===== config.mk =====
export PLATFORM = sky130hd
export DESIGN_NAME = seq_gen
export DESIGN_NICKNAME = d
export VERILOG_FILES = /design/src/rtl/seq_pkg.sv /design/src/rtl/seq_gen_piso_shift.sv /design/src/rtl/seq_gen.sv
export SDC_FILE = /design/constraint.sdc
export NUM_CORES = 1
export LEC_CHECK = 0
export CORE_UTILIZATION = 55
export CTS_BUF_LIST = sky130_fd_sc_hd__clkbuf_8
export CTS_CLUSTER_SIZE = 12
export DETAILED_ROUTE_END_ITERATION = 6
export HOLD_SLACK_MARGIN = 0.03
export PLACE_DENSITY = 0.79
export SLEW_MARGIN = 20
export SYNTH_ARGS = -nofsm -noshare
export SYNTH_HDL_FRONTEND = slang
export SYNTH_SLANG_ARGS = --single-unit

===== constraint.sdc =====
create_clock -name clock -period 3.69 [get_ports clock]
set_input_delay 0.738 -clock clock [delete_from_list [all_inputs] [get_ports clock]]
set_output_delay 0.738 -clock clock [all_outputs]
set_load 0.02 [all_outputs]

===== src/rtl/seq_pkg.sv =====
// seq_pkg: definitions shared by the serial transmit/detect blocks.
//   seq_state_t        : 2-bit state encoding (IDLE/SEND/GAP/DONE), also
//                        used by detector-side blocks.
//   IDLE_LEVEL_DEFAULT : line level driven when no frame bit is on the wire.
//   cnt_width()        : counter width able to hold 0..n-1 (never below 1).
package seq_pkg;

  typedef enum logic [1:0] {
    IDLE = 2'd0,
    SEND = 2'd1,
    GAP  = 2'd2,
    DONE = 2'd3
  } seq_state_t;

  localparam logic IDLE_LEVEL_DEFAULT = 1'b0;

  function automatic int cnt_width(input int n);
    return (n < 2) ? 1 : $clog2(n);
  endfunction

endpackage


===== src/rtl/seq_gen_piso_shift.sv =====
// piso_shift: WIDTH-bit parallel-in, serial-out shift register.
//   clock, reset : rising-edge clock, synchronous active-high reset (clears)
//   load         : capture din (has priority over shift)
//   shift        : shift left by one, zero fill at the LSB
//   din          : parallel load value
//   msb          : current MSB, i.e. the bit being presented serially
module piso_shift #(
  parameter int WIDTH = 8
) (
  input  logic             clock,
  input  logic             reset,
  input  logic             load,
  input  logic             shift,
  input  logic [WIDTH-1:0] din,
  output logic             msb
);

  logic [WIDTH-1:0] shreg;

  always_ff @(posedge clock) begin
    if (reset) begin
      shreg <= '0;
    end else if (load) begin
      shreg <= din;
    end else if (shift) begin
      shreg <= {shreg[WIDTH-2:0], 1'b0};
    end
  end

  assign msb = shreg[WIDTH-1];

endmodule


===== src/rtl/seq_gen.sv =====
// seq_gen: serial pattern transmitter. On an accepted start the parallel
// frame is sent MSB-first, one bit per clock, repeat_n times (0 means 1),
// with GAP_CYCLES idle cycles between repeats.
//
// Handshake: start is a plain strobe sampled only in IDLE; while busy or in
// DONE it is dropped (never queued). bit_valid marks every cycle in which
// dout carries a frame bit; done pulses for one cycle after the last bit.
//
// Ports:
//   clock, reset : rising-edge clock, synchronous active-high reset
//   start        : transmission request (IDLE only)
//   frame        : parallel frame, captured with start
//   repeat_n     : number of transmissions, captured with start
//   dout         : serial data, IDLE_LEVEL when no frame bit is driven
//   bit_valid    : dout carries a frame bit
//   busy         : high in SEND and GAP
//   done         : one-cycle completion pulse
//   state_dbg    : current FSM state, for observation
module seq_gen
  import seq_pkg::*;
#(
  parameter int   WIDTH      = 8,
  parameter int   CNTW       = 4,
  parameter int   GAP_CYCLES = 1,
  parameter logic IDLE_LEVEL = IDLE_LEVEL_DEFAULT
) (
  input  logic             clock,
  input  logic             reset,
  input  logic             start,
  input  logic [WIDTH-1:0] frame,
  input  logic [CNTW-1:0]  repeat_n,
  output logic             dout,
  output logic             bit_valid,
  output logic             busy,
  output logic             done,
  output seq_state_t       state_dbg
);

  localparam int BW = cnt_width(WIDTH);
  localparam int GW = cnt_width(GAP_CYCLES);
  localparam logic [BW-1:0] BIT_LOAD = BW'(WIDTH - 1);
  localparam logic [GW-1:0] GAP_LOAD = (GAP_CYCLES > 0) ? GW'(GAP_CYCLES - 1) : '0;

  seq_state_t       state;
  logic [WIDTH-1:0] shadow;
  logic [BW-1:0]    bit_cnt;
  logic [CNTW-1:0]  rep_left;
  logic [GW-1:0]    gap_cnt;

  logic             last_bit;
  logic             more_reps;
  logic             sh_load;
  logic             sh_shift;
  logic [WIDTH-1:0] sh_din;
  logic             sh_msb;

  assign last_bit  = (state == SEND) && (bit_cnt == '0);
  assign more_reps = (rep_left > CNTW'(1));

  // The shift register is loaded from the live frame only on acceptance;
  // every later repeat reloads from the shadow copy so input changes
  // after capture cannot leak into the transmission.
  always_comb begin
    sh_load  = 1'b0;
    sh_shift = (state == SEND);
    sh_din   = shadow;
    if (state == IDLE && start) begin
      sh_load = 1'b1;
      sh_din  = frame;
    end else if (last_bit && more_reps && (GAP_CYCLES == 0)) begin
      sh_load = 1'b1;
    end else if (state == GAP && gap_cnt == '0) begin
      sh_load = 1'b1;
    end
  end

  piso_shift #(.WIDTH(WIDTH)) u_piso (
    .clock (clock),
    .reset (reset),
    .load  (sh_load),
    .shift (sh_shift),
    .din   (sh_din),
    .msb   (sh_msb)
  );

  always_ff @(posedge clock) begin
    if (reset) begin
      state     <= IDLE;
      shadow    <= '0;
      bit_cnt   <= '0;
      rep_left  <= '0;
      gap_cnt   <= '0;
      bit_valid <= 1'b0;
      busy      <= 1'b0;
      done      <= 1'b0;
    end else begin
      unique case (state)
        IDLE: begin
          done <= 1'b0;
          if (start) begin
            shadow    <= frame;
            rep_left  <= (repeat_n == '0) ? CNTW'(1) : repeat_n;
            bit_cnt   <= BIT_LOAD;
            state     <= SEND;
            bit_valid <= 1'b1;
            busy      <= 1'b1;
          end
        end
        SEND: begin
          if (bit_cnt == '0) begin
            if (more_reps) begin
              rep_left <= rep_left - CNTW'(1);
              if (GAP_CYCLES > 0) begin
                state     <= GAP;
                gap_cnt   <= GAP_LOAD;
                bit_valid <= 1'b0;
              end else begin
                bit_cnt <= BIT_LOAD;
              end
            end else begin
              state     <= DONE;
              bit_valid <= 1'b0;
              busy      <= 1'b0;
              done      <= 1'b1;
            end
          end else begin
            bit_cnt <= bit_cnt - BW'(1);
          end
        end
        GAP: begin
          if (gap_cnt == '0) begin
            state     <= SEND;
            bit_cnt   <= BIT_LOAD;
            bit_valid <= 1'b1;
          end else begin
            gap_cnt <= gap_cnt - GW'(1);
          end
        end
        DONE: begin
          // start is deliberately not looked at here
          state <= IDLE;
          done  <= 1'b0;
        end
        default: begin
          state     <= IDLE;
          bit_valid <= 1'b0;
          busy      <= 1'b0;
          done      <= 1'b0;
        end
      endcase
    end
  end

  assign dout      = (state == SEND) ? sh_msb : IDLE_LEVEL;
  assign state_dbg = state;

endmodule


==> flow_metrics.env <==
export IMPL_avgSynthCellArea_um2=8.044
export IMPL_p_leak_nw=0.6790
export IMPL_fp_dieW_um=53.88
export IMPL_clk_latency_ns=0.27
export IMPL_seq_power_share_pct=37.4
export IMPL_drt_wl_total_um=3123
export IMPL_hold_worst_slack_ns=0.4690
export IMPL_die_h_um=53.88
export IMPL_cts_root_buffer_cell="clkbuf_8"
export IMPL_dp_hpwl_um=2227
export IMPL_fmax_mhz=413.2
export IMPL_route_detailed_drc=0
export IMPL_h_tree_depth=1
export IMPL_yosys_cell_types_count=36
export IMPL_rsz0062_at_grt="false"
export IMPL_relSlewSlack_pct=31.89
export IMPL_status="finished clean"
export IMPL_crit_required_ns=2.95
export IMPL_final_common_cell="nand2_1"
export IMPL_drive_gt1_share_pct=4.523
export IMPL_grt_max_degree=31
export IMPL_path_max_fanout=6
export IMPL_final_max_slew_viol_count=0
export IMPL_async_flop_share_pct=0
export IMPL_wl_per_cell_um=13.64
export IMPL_synth_area_top_cells="dfxtp_1, nand2_1, ha_1"
export IMPL_overflow=0
export IMPL_hold_viol=0
export IMPL_min_period_ns=2.420
export IMPL_yosys_warnings=0
export IMPL_worstHoldPathType="flip-flop to flip-flop"
export IMPL_synth_seq_cells=28
export IMPL_synth_area_mm2=0.001480
export IMPL_finalClockSkew_ns=0.001436
export IMPL_port_buffers=20
export IMPL_worstSetupEndpointType="output port"
export IMPL_dieArea_mm2=0.002903
export IMPL_tightest_slew_ns=1.019
export IMPL_cts_tree="yes"
export IMPL_critical_path_arrival_ns=1.68
export IMPL_detail_route_antenna_nets=0
export IMPL_maxCapViolCount=0
export IMPL_grt_antenna_before_repair=0
export IMPL_io_pins=21
export IMPL_fin_nets=224
export IMPL_core_area_mm2=0.002500
export IMPL_routed_via_count=1297
export IMPL_p_clk_share_pct=22.5
export IMPL_dr_pass1_iters=4
export IMPL_syn_to_final_growth_pct=18.17
export IMPL_drt_iter0_markers=19
export IMPL_p_int_mw=0.6883
export IMPL_synth_edf_count=0
export IMPL_fp_row_count=18
export IMPL_cts_buffer_depth=2
export IMPL_cts_buffers=3
export IMPL_sw_frac_of_total_pct=35.49
export IMPL_grt_pass1_vias=1222
export IMPL_yosys_area_top_type="dfxtp_1"
export IMPL_start_kind="flip-flop"
export IMPL_numClockSinks=28
export IMPL_combinationalPowerShare_pct=40.1
export IMPL_grtUsageTotal_pct=23.85
export IMPL_vias_per_cell=5.664
export IMPL_switchingPower_mw=0.3787
export IMPL_critPathKind="flip-flop to output port"
export IMPL_finalSetupViolations=0
export IMPL_syn_inst=184
export IMPL_place_gp_congestion=0.7964
export IMPL_synth_ff_type="dfxtp_1"
export IMPL_grt_pass1_wl_um=5050
export IMPL_cts_setup_buffers=0
export IMPL_vdd_drop_max_mv=0.3682
export IMPL_holdBufCountCts=0
export IMPL_synth_seq_area_share_pct=37.87
export IMPL_antenna_cells=0
export IMPL_synth_top_area_share_pct=37.87
export IMPL_mostFrequentLayoutCells="nand2_1, dfxtp_1, a21oi_1, clkdlybuf4s50_1, o21ai_0"
export IMPL_setup_tns_ns=0
export IMPL_synth_fp_nets=208
export IMPL_finalCritPeriodShare_pct=65.59
export IMPL_cts_resized=0
export IMPL_power_density_mw_per_mm2=610.0
export IMPL_start_util_pct=59.21
export IMPL_path_clk_slew_ns=0.10
-- critical path: stages, from the launching register on --
cell and delay, ns:
dfxtp_1 0.44, inv_1 0.09, ha_1 0.20, and2_1 0.15
clkdlybuf4s50_1 0.53
-- area by class of cell --
type	instances	area [um^2]
Tap cell	30	37.54
Multi-Input combinational cell	138	842.1
Inverter	8	30.03
Timing Repair Buffer	21	207.7
Clock inverter	1	30.03
Fill cell	222	750.7
Sequential cell	28	560.5
Clock buffer	3	41.29
-- cells in the mapped netlist, drive strengths merged, types with 2 or more instances --
| cell | count |
|---|---|
| or3 | 4 |
| ha | 9 |
| nand3b | 2 |
| nand2b | 4 |
| o21ai | 10 |
| and2 | 2 |
| nand3 | 3 |
| dfxtp | 28 |
| nand2 | 37 |
| clkbuf | 6 |
| mux2i | 9 |
| a21oi | 20 |
| a211oi | 6 |
| inv | 8 |
| nor2 | 9 |
| a211o | 2 |
| buf | 4 |
| nor3 | 4 |
| o31ai | 3 |
-- power by group through the flow --
stage | clock network [mW] | logic [mW] | registers (mW)
final | 0.240 | 0.428 | 0.399
after global routing | 0.257 | 0.477 | 0.407
after CTS | 0.245 | 0.427 | 0.399
after detailed placement | 0 | 0.424 | 0.405
after global placement | 0 | 0.406 | 0.403
after floorplan | 0 | 0.317 | 0.407
-- layer usage --
metal | GRT usage [%] | vias to the layer above | wire length [um]
met3 | 1.977 | 4 | 100
met5 | 0 | - | 0
met4 | 6.579 | 0 | 19
met1 | 28.37 | 599 | 1393
li1 | - | 667 | -
met2 | 44.86 | 27 | 1611
-- state kept, by name, indices dropped and copies added (netlist names) --
name,cells
bit_cnt,3
shadow,8
bit_valid,1
u_piso.shreg,8
done,1
rep_left,4
busy,1
state_dbg,2
-- stage by stage --
| step | cells | util (%) | power, mW | setup slack, ns | cell area (um^2) |
|---|---|---|---|---|---|
| floorplan | 184 | - | 0.7241 | 1.417 | 1480 |
| global placement | 225 | 67.12 | 0.8084 | 1.297 | 1678 |
| detailed placement | 225 | 67.12 | 0.8294 | 1.264 | 1678 |
| CTS | 229 | 69.97 | 1.071 | 1.262 | 1749 |
| global route | 229 | 69.97 | 1.140 | 1.176 | 1749 |
| finish | 229 | 69.97 | 1.067 | 1.270 | 1749 |
-- kinds of logic after synthesis --
family                     count (synthesis)  share of synthesized area, %
buffers and inverters                     18                         5.241
DFF                                       28                         37.87
adders and majority gates                  9                         7.608
muxes                                     10                         6.847
and+or+nand+nor                           71                         22.57
AOI/OAI and AO/OA                         48                         19.87
-- path summary, 6_finish.rpt --
path | startpoint | to | slack (ns) | cells after the start
setup reg to reg | state_dbg[0]$_SDFFE_PP0P_ | rep_left[0]$_SDFFE_PP0P_ | 1.70 | 6
setup / recovery | state_dbg[1]$_SDFFE_PP0P_ | dout | 1.27 | 4
hold / removal | shadow[4]$_SDFFE_PP0P_ | shadow[4]$_SDFFE_PP0P_ | 0.47 | 2
hold reg to reg | shadow[4]$_SDFFE_PP0P_ | shadow[4]$_SDFFE_PP0P_ | 0.47 | 2
No activity file was read; power rests on OpenSTA's default activity.
